`src/rtl/ws2812b_pkg.sv`:
```
// Shared FSM state type and default WS2812B timing (clk cycles at 64 MHz).
package ws2812b_pkg;

    typedef enum logic [1:0] {
        ST_IDLE,
        ST_HIGH,
        ST_LOW,
        ST_RES
    } ws_state_e;

    localparam int DEF_T0H_CYC  = 26;
    localparam int DEF_T1H_CYC  = 51;
    localparam int DEF_TBIT_CYC = 80;
    localparam int DEF_TRES_CYC = 19200;
    localparam int PIXEL_BITS   = 24;

    function automatic int max_int(input int a, input int b);
        return (a > b) ? a : b;
    endfunction

endpackage

```
`src/rtl/ws2812b_serializer_bit_timer.sv`:
```
// Down-counter shared by the HIGH, LOW and RES phases; done_o is high while the count is zero.
module ws2812b_bit_timer #(
    parameter int CNT_W = 16
) (
    input  logic             clk,
    input  logic             rst_n,
    input  logic             load_i,
    input  logic [CNT_W-1:0] load_val_i,
    output logic             done_o
);

    logic [CNT_W-1:0] cnt_q, cnt_d;

    always_comb begin
        cnt_d = cnt_q;
        if (load_i) begin
            cnt_d = load_val_i;
        end else if (cnt_q != '0) begin
            cnt_d = cnt_q - 1'b1;
        end
    end

    always_ff @(posedge clk) begin
        if (!rst_n) begin
            cnt_q <= '0;
        end else begin
            cnt_q <= cnt_d;
        end
    end

    assign done_o = (cnt_q == '0);

endmodule

```
`src/rtl/ws2812b_serializer.sv`:
```
// WS2812B single-wire pixel serializer with a one-word holding buffer.
// Optional WS2812B_PWRON_RES_EN: emit one reset/latch period after reset release.
module ws2812b_serializer
    import ws2812b_pkg::*;
#(
    parameter int T0H_CYC  = DEF_T0H_CYC,
    parameter int T1H_CYC  = DEF_T1H_CYC,
    parameter int TBIT_CYC = DEF_TBIT_CYC,
    parameter int TRES_CYC = DEF_TRES_CYC
) (
    input  logic        clk,
    input  logic        rst_n,
    input  logic [23:0] data_in,
    input  logic        valid,
    input  logic        latch,
    output logic        ready,
    output logic        led
);

    localparam int CNT_W = $clog2(max_int(TBIT_CYC, TRES_CYC) + 1);

    // Timer reload values are one less than the phase length: the phase ends on the edge where the count is zero.
    localparam logic [CNT_W-1:0] LD_H0  = CNT_W'(T0H_CYC - 1);
    localparam logic [CNT_W-1:0] LD_H1  = CNT_W'(T1H_CYC - 1);
    localparam logic [CNT_W-1:0] LD_L0  = CNT_W'(TBIT_CYC - T0H_CYC - 1);
    localparam logic [CNT_W-1:0] LD_L1  = CNT_W'(TBIT_CYC - T1H_CYC - 1);
    localparam logic [CNT_W-1:0] LD_RES = CNT_W'(TRES_CYC - 1);

    ws_state_e        state_q, state_d;
    logic [23:0]      shift_q, shift_d;
    logic [4:0]       bit_idx_q, bit_idx_d;
    logic             pix_latch_q, pix_latch_d;
    logic [23:0]      buf_data_q, buf_data_d;
    logic             buf_latch_q, buf_latch_d;
    logic             buf_full_q, buf_full_d;
    logic             ready_q;
    logic             led_q;
`ifdef WS2812B_PWRON_RES_EN
    logic             pwron_q, pwron_d;
`endif

    logic             tmr_load;
    logic [CNT_W-1:0] tmr_val;
    logic             tmr_done;
    logic             load_pixel;

    ws2812b_bit_timer #(.CNT_W(CNT_W)) u_timer (
        .clk        (clk),
        .rst_n      (rst_n),
        .load_i     (tmr_load),
        .load_val_i (tmr_val),
        .done_o     (tmr_done)
    );

    always_comb begin
        state_d     = state_q;
        shift_d     = shift_q;
        bit_idx_d   = bit_idx_q;
        pix_latch_d = pix_latch_q;
        buf_data_d  = buf_data_q;
        buf_latch_d = buf_latch_q;
        buf_full_d  = buf_full_q;
        tmr_load    = 1'b0;
        tmr_val     = '0;
        load_pixel  = 1'b0;
`ifdef WS2812B_PWRON_RES_EN
        pwron_d     = pwron_q;
`endif

        case (state_q)
            ST_IDLE: begin
`ifdef WS2812B_PWRON_RES_EN
                if (pwron_q) begin
                    pwron_d  = 1'b0;
                    state_d  = ST_RES;
                    tmr_load = 1'b1;
                    tmr_val  = LD_RES;
                end else if (buf_full_q) begin
                    load_pixel = 1'b1;
                end
`else
                if (buf_full_q) begin
                    load_pixel = 1'b1;
                end
`endif
            end
            ST_HIGH: begin
                if (tmr_done) begin
                    state_d  = ST_LOW;
                    tmr_load = 1'b1;
                    tmr_val  = shift_q[23] ? LD_L1 : LD_L0;
                end
            end
            ST_LOW: begin
                if (tmr_done) begin
                    if (bit_idx_q != 5'd0) begin
                        shift_d   = {shift_q[22:0], 1'b0};
                        bit_idx_d = bit_idx_q - 5'd1;
                        state_d   = ST_HIGH;
                        tmr_load  = 1'b1;
                        tmr_val   = shift_q[22] ? LD_H1 : LD_H0;
                    end else if (pix_latch_q) begin
                        state_d  = ST_RES;
                        tmr_load = 1'b1;
                        tmr_val  = LD_RES;
                    end else if (buf_full_q) begin
                        load_pixel = 1'b1;
                    end else begin
                        state_d = ST_IDLE;
                    end
                end
            end
            ST_RES: begin
                if (tmr_done) begin
                    state_d = ST_IDLE;
                end
            end
            default: state_d = ST_IDLE;
        endcase

        if (load_pixel) begin
            shift_d     = buf_data_q;
            bit_idx_d   = 5'(PIXEL_BITS - 1);
            pix_latch_d = buf_latch_q;
            buf_full_d  = 1'b0;
            state_d     = ST_HIGH;
            tmr_load    = 1'b1;
            tmr_val     = buf_data_q[23] ? LD_H1 : LD_H0;
        end

        // Accept only reaches an empty buffer, so it never collides with load_pixel.
        if (valid && ready_q) begin
            buf_data_d  = data_in;
            buf_latch_d = latch;
            buf_full_d  = 1'b1;
        end
    end

    always_ff @(posedge clk) begin
        if (!rst_n) begin
            state_q     <= ST_IDLE;
            shift_q     <= '0;
            bit_idx_q   <= '0;
            pix_latch_q <= 1'b0;
            buf_data_q  <= '0;
            buf_latch_q <= 1'b0;
            buf_full_q  <= 1'b0;
            ready_q     <= 1'b1;
            led_q       <= 1'b0;
`ifdef WS2812B_PWRON_RES_EN
            pwron_q     <= 1'b1;
`endif
        end else begin
            state_q     <= state_d;
            shift_q     <= shift_d;
            bit_idx_q   <= bit_idx_d;
            pix_latch_q <= pix_latch_d;
            buf_data_q  <= buf_data_d;
            buf_latch_q <= buf_latch_d;
            buf_full_q  <= buf_full_d;
            ready_q     <= !buf_full_d;
            led_q       <= (state_d == ST_HIGH);
`ifdef WS2812B_PWRON_RES_EN
            pwron_q     <= pwron_d;
`endif
        end
    end

    assign ready = ready_q;
    assign led   = led_q;

endmodule

```
`config.mk`:
```
export PLATFORM = sky130hd
export DESIGN_NAME = ws2812b_serializer
export DESIGN_NICKNAME = d
export VERILOG_FILES = /design/src/rtl/ws2812b_pkg.sv /design/src/rtl/ws2812b_serializer_bit_timer.sv /design/src/rtl/ws2812b_serializer.sv
export SDC_FILE = /design/constraint.sdc
export NUM_CORES = 1
export LEC_CHECK = 0
export CORE_MARGIN = 2
export CORE_UTILIZATION = 40
export DETAILED_ROUTE_END_ITERATION = 8
export PLACE_DENSITY = 0.64
export SLEW_MARGIN = 20
export SYNTH_ARGS = -nofsm -noshare
export SYNTH_HDL_FRONTEND = slang
export SYNTH_HIERARCHICAL = 1
export SYNTH_SLANG_ARGS = --single-unit
export TNS_END_PERCENT = 20
```
`constraint.sdc`:
```
create_clock -name clk -period 10.5 [get_ports clk]
set_input_delay 1.05 -clock clk [delete_from_list [all_inputs] [get_ports clk]]
set_output_delay 1.05 -clock clk [all_outputs]
set_load 0.01 [all_outputs]
```
==> impl_metrics.json, run 1 <==
{
  "outcome": "completed",
  "min_period_over_period_pct": 49.26,
  "max_slew_margin_pct": 22.51,
  "rsz0062_at_grt": "false",
  "htree_levels": 3,
  "yosys.cell_types.count": 60,
  "hold_start": "buf_data_q[9]$_SDFFE_PN0P_",
  "routed_wl_mm": 7.891,
  "grt_pass1_wl_mm": 13.77,
  "ctsHoldBuffers": 0,
  "gp_congestion": 0.8243,
  "antenna_left": 0,
  "drc": 0,
  "peakVddDrop_mv": 0.07501,
  "total_leakage_power_nw": 1.415,
  "clockRootBuffer": "clkbuf_8",
  "synth_largest_area_cell": "dfxtp_1",
  "netlist.area_leader.share_pct": 41.77,
  "grt_overflow": 0,
  "clockBufferDepth": 2,
  "dp_cells": 555,
  "area_delta_synth_final_pct": 14.62,
  "async_reset_ff_share_pct": 0,
  "layout_commonest_cell": "nand2_1",
  "synth_edf_count": 0,
  "fp.dieH_um": 98.80,
  "worstMarginPinSlew_ns": 1.152,
  "drt_iter0_markers": 191,
  "cts.sinks": 75,
  "synth_seq_cells": 75,
  "syn_area_sq_um": 3595,
  "numCtsBuffers": 9,
  "via_count": 3171,
  "ios": 30,
  "dpl.hpwl_mm": 5.136,
  "finalSetupViolations": 0,
  "synth.avg_cell_area_sq_um": 8.078,
  "hold_path.class": "flop to flop",
  "synth_cells": 445,
  "start_util_pct": 41.22,
  "cts_tree": "yes",
  "cp-end-kind": "flop",
  "antennaDiodeCount": 0,
  "final_hold_viol_count": 0,
  "worstSetupPathType": "flop to flop",
  "cts-resized-gates": 0,
  "drv_cap": 0,
  "yosys-top-cells-area": "dfxtp_1 (42%), nand2_1 (10%), a311oi_1 (5.4%), a21oi_1 (4.7%), nor3_1 (4.6%)",
  "r2r_start": "u_timer/cnt_q[0]$_SDFFE_PN0P_",
  "startpoint_type": "flop",
  "post-route-min-period_ns": 5.172,
  "antenna_found_initial": 0,
  "die_area_sq_um": 9761,
  "clk_pin_slew_ns": 0.08,
  "numPortBuffers": 29,
  "layout_common_cells": "nand2_1 (96), dfxtp_1 (75), a21oi_1 (34), nor3_1 (33), nand3_1 (31)",
  "post-cts-setup-buffer-count": 0,
  "ys_warn_count": 6,
  "fmax_ghz": 0.1933,
  "clkLatencyLatePin_ns": 0.35,
  "skew_ns": 0.01008,
  "drtPass1Iterations": 4,
  "drt-wirelength-per-cell_um": 13.84,
  "grt_pass1_vias": 3006,
  "critPathMaxFanout": 27,
  "ys.flop_type": "dfxtp_1",
  "grt_max_degree": 55,
  "power_density_nw_per_um2": 205.1,
  "drv_slew": 0,
  "worst_ep_arrival_time_ns": 5.39,
  "core_area_sq_um": 8721,
  "required_ns": 10.71,
  "nets": 493,
  "track_usage_pct": 16.98,
  "die_w_um": 98.80,
  "final_layout_size_suffix_gt1_share_pct": 6.494,
  "cp-startpoint": "u_timer/cnt_q[0]$_SDFFE_PN0P_",
  "tns_ns": 0,
  "vias_per_cell": 5.563,
  "num_rows": 34,
  "fin_cells": 570,
  "ys_seq_area_share_pct": 41.77
}
==> critical path, stage by stage (launching register included) <==
cell	delay, ns
dfxtp_1	0.35
inv_1	0.09
ha_1	0.20
or4b_2	0.67
nor4_1	0.96
and2_1	0.94
a31oi_4	0.50
nor2_2	0.43
a21o_1	0.26
inv_1	0.14
nand3_1	0.32
o21ai_0	0.16
==> flip-flops by register name, summed over array words and instances (netlist names) <==
register	cells
pix_latch_q	1
buf_data_q	24
u_timer/cnt_q	15
led	1
state_q	2
ready	1
shift_q	24
bit_idx_q	5
buf_full_q	1
buf_latch_q	1
==> cells in the mapped netlist (all sizes together), types with 2 or more instances <==
cell    count
nand2      98
dfxtp      75
a21oi      34
nor3       33
nand3      31
clkbuf     23
a311oi     22
o21ai      21
nor2       12
inv        11
xnor2       9
buf         8
ha          7
nor4        7
and2        4
nand4       4
xor2        4
a21o        3
a22o        3
o31ai       3
or4         3
a22oi       2
a31oi       2
mux2i       2
nand2b      2
nor4b       2
o211ai      2
or4b        2
==> path summary, 6_finish.rpt <==
path                                    to  slack (ns)  depth (start not counted)
max          u_timer/cnt_q[7]$_SDFFE_PN0P_        5.33                         11
min             buf_data_q[9]$_SDFFE_PN0P_        0.46                          2
max reg2reg  u_timer/cnt_q[7]$_SDFFE_PN0P_        5.33                         11
min reg2reg     buf_data_q[9]$_SDFFE_PN0P_        0.46                          2
==> routing by layer <==
layer / GRT usage, % / part of all wire (%)
met2: 29.11 / 49
met4: 6.006 / 1.3
met5: 0 / 0
met3: 2.766 / 2.9
met1: 21.59 / 47
==> where the power goes <==
part           switching, mW  internal [mW]
Sequential            0.0373          0.321
Clock                  0.109          0.141
Combinational          0.133          0.104
==> cell type report <==
cell class                      instances  area, sq um
Tap cell                              108        135.1
Sequential cell                        75         1501
Multi-Input combinational cell        330         1917
Inverter                               12        45.04
Clock buffer                           10        137.6
Timing Repair Buffer                   30        297.8
Fill cell                             865         4601
Clock inverter                          5        86.33
==> logic make-up after synthesis <==
family	after synthesis	share of synthesized area [%]
AO/OA/AOI/OAI	101	18.94
multiplexers	2	0.5569
adder cells (fa/ha/maj)	7	2.436
XOR/XNOR	13	3.167
buffers and inverters	43	5.464
flip-flops	75	41.77
other	1	0.1043
AND/OR/NAND/NOR	203	27.57
==> through the flow <==
stage | utilization, % | hold WS, ns | power, mW | setup slack, ns | area (sq um)
2_1_floorplan | - | 0.4362 | 0.5535 | 6.850 | 3606
3_3_place_gp | 44.58 | 0.4494 | 0.5980 | 5.422 | 3887
3_5_place_dp | 44.68 | 0.4496 | 0.5999 | 5.450 | 3896
4_1_cts | 47.25 | 0.4613 | 0.8508 | 5.429 | 4120
5_1_grt | 47.25 | 0.4757 | 0.8973 | 4.962 | 4120
6_report | 47.25 | 0.4594 | 0.8450 | 5.328 | 4120
Power figures use the tool's default switching activity.
==> run 2, diff against run 1 <==
- clock period: 10.5 -> 4.97 ns (I/O delays scaled with it)
==> run 2 against run 1 <==
Compared with the run above: total power is 110% higher; die area stayed put; non-clock buffer count is 2 higher; global-route usage is 0.55 points higher; sequential share of layout area is 0.067 points higher; worst hold slack better by 0.00092 ns; largest cell class unchanged; count of clock-buffer cells in the layout stayed put; clock skew is 0.0027 ns higher; clock power is 96% higher; sequential cell count stayed put; final cell count is 0.53% higher; critical path depth is 2 higher; critical endpoint is now u_timer/cnt_q[9]$_SDFFE_PN0P_.
==> impl_metrics.json, run 2 (synthesis results as in run 1) <==
{
  "max_slew_margin_pct": 33.83,
  "worstSetupPathType": "flop to flop",
  "vias_per_cell": 5.482,
  "gp_congestion": 0.7787,
  "dp_cells": 557,
  "utilization_pct": 47.16,
  "skew_ns": 0.01276,
  "fmax_ghz": 0.2638,
  "drt-wirelength-per-cell_um": 13.90,
  "worst_ep_arrival_time_ns": 4.00,
  "ff2ff_setup_slack_ns": 1.18,
  "power_density_nw_per_um2": 426.9,
  "core_area_sq_um": 8721,
  "reg_top3": "buf_data_q x24, shift_q x24, u_timer/cnt_q x15",
  "fp.dieH_um": 98.80,
  "grt_pass1_vias": 3180,
  "post-route-min-period_ns": 3.791,
  "antenna_left": 0,
  "total_leakage_power_nw": 1.417,
  "drv_slew": 0,
  "antenna_found_initial": 0,
  "peakVddDrop_mv": 0.1547,
  "area_delta_synth_final_pct": 14.41,
  "tns_ns": 0,
  "fin_hold_ws_ns": 0.4603,
  "drt_iter0_markers": 233,
  "fin_cells": 573,
  "rsz0062_at_grt": "false",
  "drtPass1Iterations": 5,
  "clkLatencyLatePin_ns": 0.35,
  "routed_wl_mm": 7.967,
  "final_hold_viol_count": 0,
  "required_ns": 5.18,
  "drv_cap": 0,
  "clk_pin_slew_ns": 0.09,
  "min_period_over_period_pct": 76.27,
  "hold_path.class": "flop to flop",
  "ctsHoldBuffers": 0,
  "clockRootBuffer": "clkbuf_8",
  "r2r-end": "u_timer/cnt_q[9]$_SDFFE_PN0P_",
  "die_w_um": 98.80,
  "grt_pass1_wl_mm": 14.36,
  "die_area_sq_um": 9761,
  "ios": 30,
  "outcome": "completed",
  "dpl.hpwl_mm": 5.173,
  "holdPathStages": 2,
  "cts_tree": "yes",
  "numPortBuffers": 29,
  "grt_max_degree": 55,
  "track_usage_pct": 17.53,
  "antennaDiodeCount": 0,
  "grt_overflow": 0,
  "finalPower_mw": 1.756,
  "clockBufferDepth": 2,
  "cts.sinks": 75,
  "r2r_start": "u_timer/cnt_q[0]$_SDFFE_PN0P_",
  "cp-end-kind": "flop",
  "via_count": 3141,
  "hold_start": "buf_data_q[3]$_SDFFE_PN0P_",
  "layout_common_cells": "nand2_1 (96), dfxtp_1 (75), a21oi_1 (34), nor3_1 (33), nand3_1 (31)",
  "final_layout_size_suffix_gt1_share_pct": 7.097,
  "numCtsBuffers": 9,
  "htree_levels": 3,
  "r2r_cells": 13,
  "holdPathEnd": "buf_data_q[3]$_SDFFE_PN0P_",
  "start_util_pct": 41.22,
  "drc": 0,
  "worstMarginPinSlew_ns": 0.9925,
  "cp-startpoint": "u_timer/cnt_q[0]$_SDFFE_PN0P_",
  "post-cts-setup-buffer-count": 0,
  "layout_commonest_cell": "nand2_1",
  "critPathMaxFanout": 27,
  "num_rows": 34,
  "startpoint_type": "flop",
  "finalSetupViolations": 0,
  "nets": 495,
  "cts-resized-gates": 0
}
[run 2: cell type report]
type                            count  area [sq um]
Inverter                           12         45.04
Sequential cell                    75          1501
Timing Repair Buffer               32         312.8
Clock inverter                      6         72.57
Multi-Input combinational cell    330          1908
Clock buffer                       10         137.6
Fill cell                         888          4608
Tap cell                          108         135.1
[run 2: worst max-delay path: stages (launching register included)]
cell	delay, ns
dfxtp_1	0.35
inv_1	0.09
ha_1	0.21
or4b_2	0.67
nor4_1	0.37
buf_4	0.22
and2_1	0.12
buf_4	0.28
a31oi_2	0.15
nor2_2	0.32
a21o_1	0.25
inv_1	0.13
nand3_1	0.31
o21ai_0	0.16
[run 2: how the worst max path moves through the flow]
stage | endpoint | slack, ns
after floorplan | u_timer/cnt_q[11]$_SDFFE_PN0P_ | 1.32
final | u_timer/cnt_q[9]$_SDFFE_PN0P_ | 1.18
after global routing | u_timer/cnt_q[13]$_SDFFE_PN0P_ | 0.88
after detailed placement | u_timer/cnt_q[9]$_SDFFE_PN0P_ | 1.22
after global placement | u_timer/cnt_q[13]$_SDFFE_PN0P_ | 1.37
after CTS | u_timer/cnt_q[5]$_SDFFE_PN0P_ | 1.19
[run 2: where the power goes]
| part | total [mW] | internal [mW] | switching, mW |
|---|---|---|---|
| registers | 0.755 | 0.677 | 0.0782 |
| clock network | 0.491 | 0.251 | 0.240 |
| logic | 0.509 | 0.225 | 0.285 |
| total | 1.76 | 1.15 | 0.603 |
[run 2: per-stage QoR]
| step | instance area (sq um) | worst slack [ns] |
|---|---|---|
| 2_1_floorplan | 3606 | 1.320 |
| 3_3_place_gp | 3902 | 1.369 |
| 3_5_place_dp | 3902 | 1.223 |
| 4_1_cts | 4113 | 1.188 |
| 5_1_grt | 4113 | 0.8800 |
| 6_report | 4113 | 1.179 |
[run 2: metal layers]
| layer | part of all wire [%] | GRT usage [%] |
|---|---|---|
| met5 | 0 | 0 |
| met4 | 0.48 | 7.060 |
| met3 | 2.9 | 2.837 |
| met2 | 50 | 30.46 |
| met1 | 47 | 21.59 |
